`config.mk`:
```
export PLATFORM = sky130hd
export DESIGN_NAME = ct_rst_req_ctrl
export DESIGN_NICKNAME = d
export VERILOG_FILES = /design/src/rtl/ct_rst_req_ctrl.sv
export SDC_FILE = /design/constraint.sdc
export NUM_CORES = 1
export LEC_CHECK = 0
export BUFFER_PORTS_ARGS = -buffer_cell sky130_fd_sc_hd__buf_4
export CORE_ASPECT_RATIO = 1.25
export CORE_MARGIN = 1
export CORE_UTILIZATION = 55
export DETAILED_ROUTE_END_ITERATION = 7
export PLACE_DENSITY = 0.76
export SYNTH_ARGS = -nofsm -noshare
export SYNTH_HDL_FRONTEND = slang
export SYNTH_SLANG_ARGS = --single-unit
export TNS_END_PERCENT = 5
```
`constraint.sdc`:
```
create_clock -name forever_coreclk -period 2.07 [get_ports forever_coreclk]
set_input_delay 0.3105 -clock forever_coreclk [delete_from_list [all_inputs] [get_ports forever_coreclk]]
set_output_delay 0.3105 -clock forever_coreclk [all_outputs]
set_load 0.005 [all_outputs]
```
`src/rtl/ct_rst_req_ctrl.sv`:
```
// ct_rst_req_ctrl: collects debug / watchdog / software reset requests and
// runs a request/acknowledge handshake with the SoC reset controller.
// The request is held for a programmable minimum length and then until the
// acknowledge is seen. The FSM then waits for the acknowledge to drop. A
// timeout on either wait aborts the handshake and sets a sticky error flag.
module ct_rst_req_ctrl (
    input  logic       forever_coreclk,
    input  logic       forever_cpurst,
    input  logic       had_rst_req,
    input  logic       wdt_rst_req,
    input  logic       sw_rst_req,
    input  logic [3:0] rst_req_len,
    input  logic       pad_rst_ack,
    output logic       core_rst_req,
    output logic [2:0] rst_cause,
    output logic       rst_busy,
    output logic       rst_ack_timeout
);

    typedef enum logic [1:0] {
        S_IDLE    = 2'd0,
        S_ASSERT  = 2'd1,
        S_WAIT    = 2'd2,
        S_RELEASE = 2'd3
    } state_t;

    state_t     state;
    logic       ack_meta;
    logic       ack_sync;
    logic       had_d;
    logic [2:0] pending;
    logic [2:0] new_req;
    logic [2:0] req_all;
    logic [3:0] len_cnt;
    logic [7:0] to_cnt;
    logic       start;

    // Cause bit order is {sw, wdt, had}; the debug request is level, so only its rising edge counts
    assign new_req  = {sw_rst_req, wdt_rst_req, had_rst_req & ~had_d};
    assign req_all  = pending | new_req;
    // A stale acknowledge still high from a previous handshake blocks a new start
    assign start    = (state == S_IDLE) && (req_all != 3'b000) && !ack_sync;
    assign rst_busy = (state != S_IDLE);

    // Two-flop synchroniser for the asynchronous acknowledge
    always_ff @(posedge forever_coreclk or posedge forever_cpurst) begin
        if (forever_cpurst) begin
            ack_meta <= 1'b0;
            ack_sync <= 1'b0;
        end else begin
            ack_meta <= pad_rst_ack;
            ack_sync <= ack_meta;
        end
    end

    // Delay register for debug-request edge detection
    always_ff @(posedge forever_coreclk or posedge forever_cpurst) begin
        if (forever_cpurst) had_d <= 1'b0;
        else                had_d <= had_rst_req;
    end

    // Pending requests accumulate until a sequence starts, so none is lost while busy or blocked
    always_ff @(posedge forever_coreclk or posedge forever_cpurst) begin
        if (forever_cpurst) pending <= 3'b000;
        else if (start)     pending <= 3'b000;
        else                pending <= req_all;
    end

    // Handshake FSM with registered request, cause and timeout outputs
    always_ff @(posedge forever_coreclk or posedge forever_cpurst) begin
        if (forever_cpurst) begin
            state           <= S_IDLE;
            len_cnt         <= 4'd0;
            to_cnt          <= 8'd0;
            core_rst_req    <= 1'b0;
            rst_cause       <= 3'b000;
            rst_ack_timeout <= 1'b0;
        end else begin
            case (state)
                S_IDLE: begin
                    core_rst_req <= 1'b0;
                    if (start) begin
                        state        <= S_ASSERT;
                        rst_cause    <= req_all;
                        len_cnt      <= rst_req_len;
                        core_rst_req <= 1'b1;
                    end
                end
                S_ASSERT: begin
                    core_rst_req <= 1'b1;
                    if (len_cnt == 4'd0) begin
                        state  <= S_WAIT;
                        to_cnt <= 8'd0;
                    end else begin
                        len_cnt <= len_cnt - 4'd1;
                    end
                end
                S_WAIT: begin
                    if (ack_sync) begin
                        state        <= S_RELEASE;
                        to_cnt       <= 8'd0;
                        core_rst_req <= 1'b0;
                    end else if (to_cnt == 8'd255) begin
                        state           <= S_IDLE;
                        core_rst_req    <= 1'b0;
                        rst_ack_timeout <= 1'b1;
                    end else begin
                        to_cnt       <= to_cnt + 8'd1;
                        core_rst_req <= 1'b1;
                    end
                end
                S_RELEASE: begin
                    core_rst_req <= 1'b0;
                    if (!ack_sync) begin
                        state <= S_IDLE;
                    end else if (to_cnt == 8'd255) begin
                        state           <= S_IDLE;
                        rst_ack_timeout <= 1'b1;
                    end else begin
                        to_cnt <= to_cnt + 8'd1;
                    end
                end
                default: begin
                    state        <= S_IDLE;
                    core_rst_req <= 1'b0;
                end
            endcase
        end
    end

endmodule

```
==> flow_summary.toml, run 1 <==
[synth]
synth_top_area_share_pct = 50.25
synthTopCellsByArea = "dfrtp_1 50%, nand2_1 3.6%, nor2_1 3.6%"
synth_top_area_cell = "dfrtp_1"
async_reset_ff_share_pct = 100.0
synth_edf_count = 0
synth.distinct_cells = 44
ys_seq_elements = 25
syn_nets = 135
synthesis.area_um2 = 1245
yosys_warnings = 0
seq_area_frac_synth_pct = 50.25
ys.flop_type = "dfrtp_1"
synthCells = 123
syn_area_per_cell_um2 = 10.12

[place]
place.gp.congestion = 0.8212
io_buffers = 15
dpl.hpwl_um = 1772
dp_slack_ns = 0.1571
dpl_cell_area_um2 = 1416

[power]
power.leakage_nw = 0.6465
p_sw_share_pct = 38.01
pwr_density_cell_nw_per_um2 = 1243
p_int_mw = 1.116
irDropWorstVdd_mv = 0.6171
combPwrFrac_pct = 42.9
power_switching_mw = 0.6845
seq_power_share_pct = 45.2
pwr-share-clk_pct = 11.9
finalPower_mw = 1.801

[clock_network]
clk_pin_slew_worst_paths_ns = 0.13
clock-root-buffer = "clkbuf_4"
clock_latency_ns = 0.31
postCtsHoldBufs = 0
cts_sinks = 25
numCtsBuffers = 3
htreeDepth = 1
clock_path_buffers = 2
postCtsSetupBuffers = 0
cts.repair.resized = 0
tritoncts = "built"

[floorplanning]
start_util_pct = 60.74
core_um2 = 2049
top_level_ports = 16
num_rows = 18
die_width_um = 44.56
die_area_um2 = 2459
die_h_um = 55.19

[routing]
detail_route.iter0.violations = 14
wl_met1_um = 1032
wl_per_cell_um = 13.66
met3WireLength_um = 58
routed_wirelength_um = 2376
avgViaCountPerCell = 5.713
highest_layer = "met4"
dr.pass1.iters = 4
num_vias = 994
antenna_left = 0
wl_met2_um = 1268
drc = 0

[sta]
drv_slew = 0
setup_violations = 0
grt_setup_unrepaired = "no"
fin_skew_ns = 0.0005703
hold_violations = 0
min_period_ns = 1.799
final.setup.tns_ns = 0
setup_ws_ns = 0.2712
max_clock_freq_ghz = 0.5559
worst_pin_slew_ns = 0.6097
min_period_over_period_pct = 86.90
slew_headroom_pct = 59.20

[job]
max_cap_violations = 0

[final_layout]
fin_util_pct = 70.70
stdcell_area_um2 = 1449
final_nets = 157
n_antenna_cell = 0
area_growth_pct = 16.38
drive_above_1_share_pct = 24.31

[grt]
antenna_found_initial = 0
track_usage_pct = 20.98
overflow = 0
grt_max_degree = 26
grt_pass1_wl_um = 3781
grt_pass1_vias = 952

[setup_path]
setup.worst_path.class = "reg2reg"
critPathRequiredTime_ns = 2.32
crit_fanout = 9
cp-start-kind = "register"
worstSetupEndpointType = "register"
critPathArrivalTime_ns = 2.05

[worst_hold_path]
min_path_type = "in2async"

[run_status]
run_status = "completed"
## layout by cell type (no fill, tap or decap), types with 2 or more instances in the layout
cell type / netlist / final
nor2_1: 12 / 12
a21oi_1: 4 / 4
a21boi_0: 2 / 2
a31oi_1: 2 / 2
or4_1: 3 / 3
nand2_1: 12 / 12
o31ai_1: 4 / 4
clkbuf_4: 0 / 3
dfrtp_1: 25 / 25
mux2i_1: 2 / 2
inv_1: 3 / 3
nand3_1: 5 / 5
nand2b_1: 5 / 5
ha_1: 2 / 2
or2_2: 2 / 2
buf_4: 1 / 20
or3_1: 2 / 2
o21ai_0: 8 / 8
a21boi_1: 2 / 2
and3_1: 2 / 2
## synth_stat cells, types with 2 or more instances
cell type and n:
inv_1 3, a21boi_0 2, a31oi_1 2, or4_1 3
or3_1 2, a21boi_1 2, nand3_1 5, o21ai_0 8
o31ai_1 4, nor2_1 12, dfrtp_1 25, nand2b_1 5
and3_1 2, nand2_1 12, mux2i_1 2, ha_1 2
a21oi_1 4, or2_2 2
## through the flow
stage          std cells  hold WS (ns)
2_1_floorplan        123        0.3312
3_3_place_gp         170        0.3342
3_5_place_dp         170        0.3356
4_1_cts              174       0.02725
5_1_grt              174       0.06088
6_report             174       0.02593
## kinds of logic (layout without fill, tap and decap cells)
group,count (synthesis),in the layout,share of synthesized area [%]
mux,2,2,1.608
simple gates,54,54,23.42
buf+inv,6,27,2.211
flops,25,25,50.25
fa+ha+maj,2,2,2.010
compound gates,34,34,20.50
## sequential cells by signal, summed over array words and instances, names as in the netlist
name	cells
ack_meta	1
ack_sync	1
core_rst_req	1
had_d	1
len_cnt	4
pending	3
rst_ack_timeout	1
rst_cause	3
state	2
to_cnt	8
## cell type report
| cell class | instances | area [um^2] |
|---|---|---|
| inverter | 3 | 11.26 |
| tap | 30 | 37.54 |
| clock inverter | 1 | 5.005 |
| timing repair buffer | 20 | 150.1 |
| clock buffer | 3 | 22.52 |
| sequential | 25 | 625.6 |
| fill | 165 | 600.6 |
| multi-input combinational | 92 | 596.8 |
## worst paths after layout
path,slack (ns),endpoint,from,cells past startpoint
worst max-delay path,0.27,to_cnt[4],len_cnt[0],6
worst min-delay path,0.03,rst_cause[0],forever_cpurst,3
worst max register to register,0.27,to_cnt[4],len_cnt[0],6
worst min register to register,0.36,ack_sync,ack_meta,0
max in group asynchronous,1.81,len_cnt[2],forever_cpurst,3
min in group forever_coreclk,0.09,ack_meta,pad_rst_ack,1
## power groups by stage
stage / clock network [mW] / logic, mW / registers, mW
floorplan: 0 / 0.576 / 0.754
global placement: 0 / 0.745 / 0.812
detailed placement: 0 / 0.774 / 0.821
CTS: 0.223 / 0.776 / 0.811
global route: 0.237 / 0.864 / 0.838
finish: 0.214 / 0.772 / 0.814
## critical path: stages, from the launching register on
cell      delay [ns]
dfrtp_1         0.46
inv_1           0.08
ha_1            0.17
nor3b_2         0.21
a22oi_2         0.16
or4_1           0.52
a21boi_1        0.14
## metal layers
metal	vias to the layer above	GRT usage [%]
met2	15	38.73
met4	0	8.586
li1	492	-
met3	2	1.948
met5	-	0
met1	485	25.00
Power figures use the tool's default switching activity.
==> inputs of run 2 (changes only) <==
Settings changed: PLACE_DENSITY 0.76 to 0.87.
==> flow_summary.toml, run 2 (same netlist as run 1, synthesis figures left out) <==
[sta]
hold_violations = 0
slew_headroom_pct = 58.55
setup_violations = 0
max_clock_freq_ghz = 0.5318
drv_slew = 0
grt_setup_unrepaired = "no"
min_period_ns = 1.880
final.setup.tns_ns = 0
fin_skew_ns = 0.006867
worst_pin_slew_ns = 0.6195
fin_hold_ws_ns = 0.01141
min_period_over_period_pct = 90.84

[clock_network]
tritoncts = "built"
cts_sinks = 25
postCtsSetupBuffers = 0
numCtsBuffers = 3
clock_path_buffers = 2
clock_latency_ns = 0.32
htreeDepth = 1
clk_pin_slew_worst_paths_ns = 0.13
clock-root-buffer = "clkbuf_4"

[power]
irDropWorstVdd_mv = 0.7565
finalPower_mw = 1.822
pwr_density_cell_nw_per_um2 = 1255
power.leakage_nw = 0.6427

[final_layout]
regArea_um2 = 625.6
n_antenna_cell = 0
max_flop_register = "to_cnt"
area_growth_pct = 16.58
biggestRegsByFlops = "to_cnt (8), len_cnt (4)"
fin_cells = 174
largest_reg_flops = 8
layout_commonest_cell = "dfrtp_1"
final_cell_mix = "25 x dfrtp_1, 20 x buf_4, 12 x nand2_1, 12 x nor2_1, 8 x o21ai_0"
fillers = 164
final_nets = 157
fin_util_pct = 70.82
drive_above_1_share_pct = 24.31
multi_input_area_um2 = 596.8

[floorplanning]
die_area_um2 = 2459
die_width_um = 44.56
num_rows = 18
top_level_ports = 16
start_util_pct = 60.74
die_h_um = 55.19
core_um2 = 2049

[place]
dpl.hpwl_um = 1869
place.gp.congestion = 0.8716
io_buffers = 15
dp.cells = 170

[setup_path]
critPathArrivalTime_ns = 2.13
crit_slowest_cell = "or4_1"
crit_fanout = 9
critPathRequiredTime_ns = 2.32
setup.worst_path.class = "reg2reg"
reg2reg_from = "len_cnt[0]"
crit_path_max_incr_delay_ns = 0.55
cp-startpoint = "len_cnt[0]"
worstSetupEndpointType = "register"
cp-start-kind = "register"
path_cells = "inv_1, ha_1, nor3b_2, a22oi_2, or4_1, a21boi_1"

[worst_hold_path]
min_path_type = "in2async"

[routing]
avgViaCountPerCell = 5.874
drc = 0
dr.pass1.iters = 4
routed_wirelength_um = 2517
detail_route.iter0.violations = 11
num_vias = 1022
antenna_left = 0
wl_per_cell_um = 14.47

[run_status]
run_status = "completed"

[grt]
track_usage_pct = 24.39
antenna_found_initial = 0
grt_pass1_vias = 1039
overflow = 0
grt_pass1_wl_um = 4319
grt_max_degree = 26

[job]
max_cap_violations = 0
-- run 2: repair_timing --
action                     CTS  global route
setup endpoints to repair    0             2
hold buffers                 0             0
resized for setup            0             1
-- run 2: per-layer routing --
layer,part of all wire (%),up-vias,track usage [%]
met5,0,-,0
met4,1.7,0,11.11
met3,2.9,5,2.922
met2,56,22,46.08
met1,40,501,27.25
li1,-,494,-
-- run 2: layout make-up --
class,instances,share of cell area (%)
clock inverters,1,0.5172
repair buffers,20,10.34
well taps,30,2.586
inverters,3,0.7759
clock buffers,3,1.552
multi-input cells,92,41.12
flip-flops and latches,25,43.10
-- run 2: critical path: cells and delay by family (launching register included) --
kind | cells | cell delay, ns
compound gates | 2 | 0.34
fa+ha+maj | 1 | 0.17
flops | 1 | 0.45
buf+inv | 1 | 0.08
simple gates | 2 | 0.77
-- run 2: path summary, 6_finish.rpt --
| check | end | slack (ns) | cells after the start |
|---|---|---|---|
| max | to_cnt[4] | 0.19 | 6 |
| min | ack_meta | 0.01 | 3 |
| max reg2reg | to_cnt[4] | 0.19 | 6 |
| min reg2reg | ack_sync | 0.37 | 0 |
| max in group asynchronous | len_cnt[3] | 1.82 | 3 |
| min in group forever_coreclk | ack_meta | 0.08 | 1 |
-- run 2: through the flow --
| step | setup WS [ns] | area [um^2] |
|---|---|---|
| finish | 0.1897 | 1451 |
| global route | 0.03205 | 1451 |
| CTS | 0.06485 | 1446 |
| detailed placement | 0.09438 | 1416 |
| global placement | 0.2290 | 1416 |
| floorplan | 0.2320 | 1245 |
-- run 2: where the power goes --
part	leakage [nW]	switching [mW]	internal [mW]
registers	0.307	0.173	0.650
logic	0.321	0.388	0.394
clock network	0.0139	0.142	0.0739
total	0.643	0.704	1.12
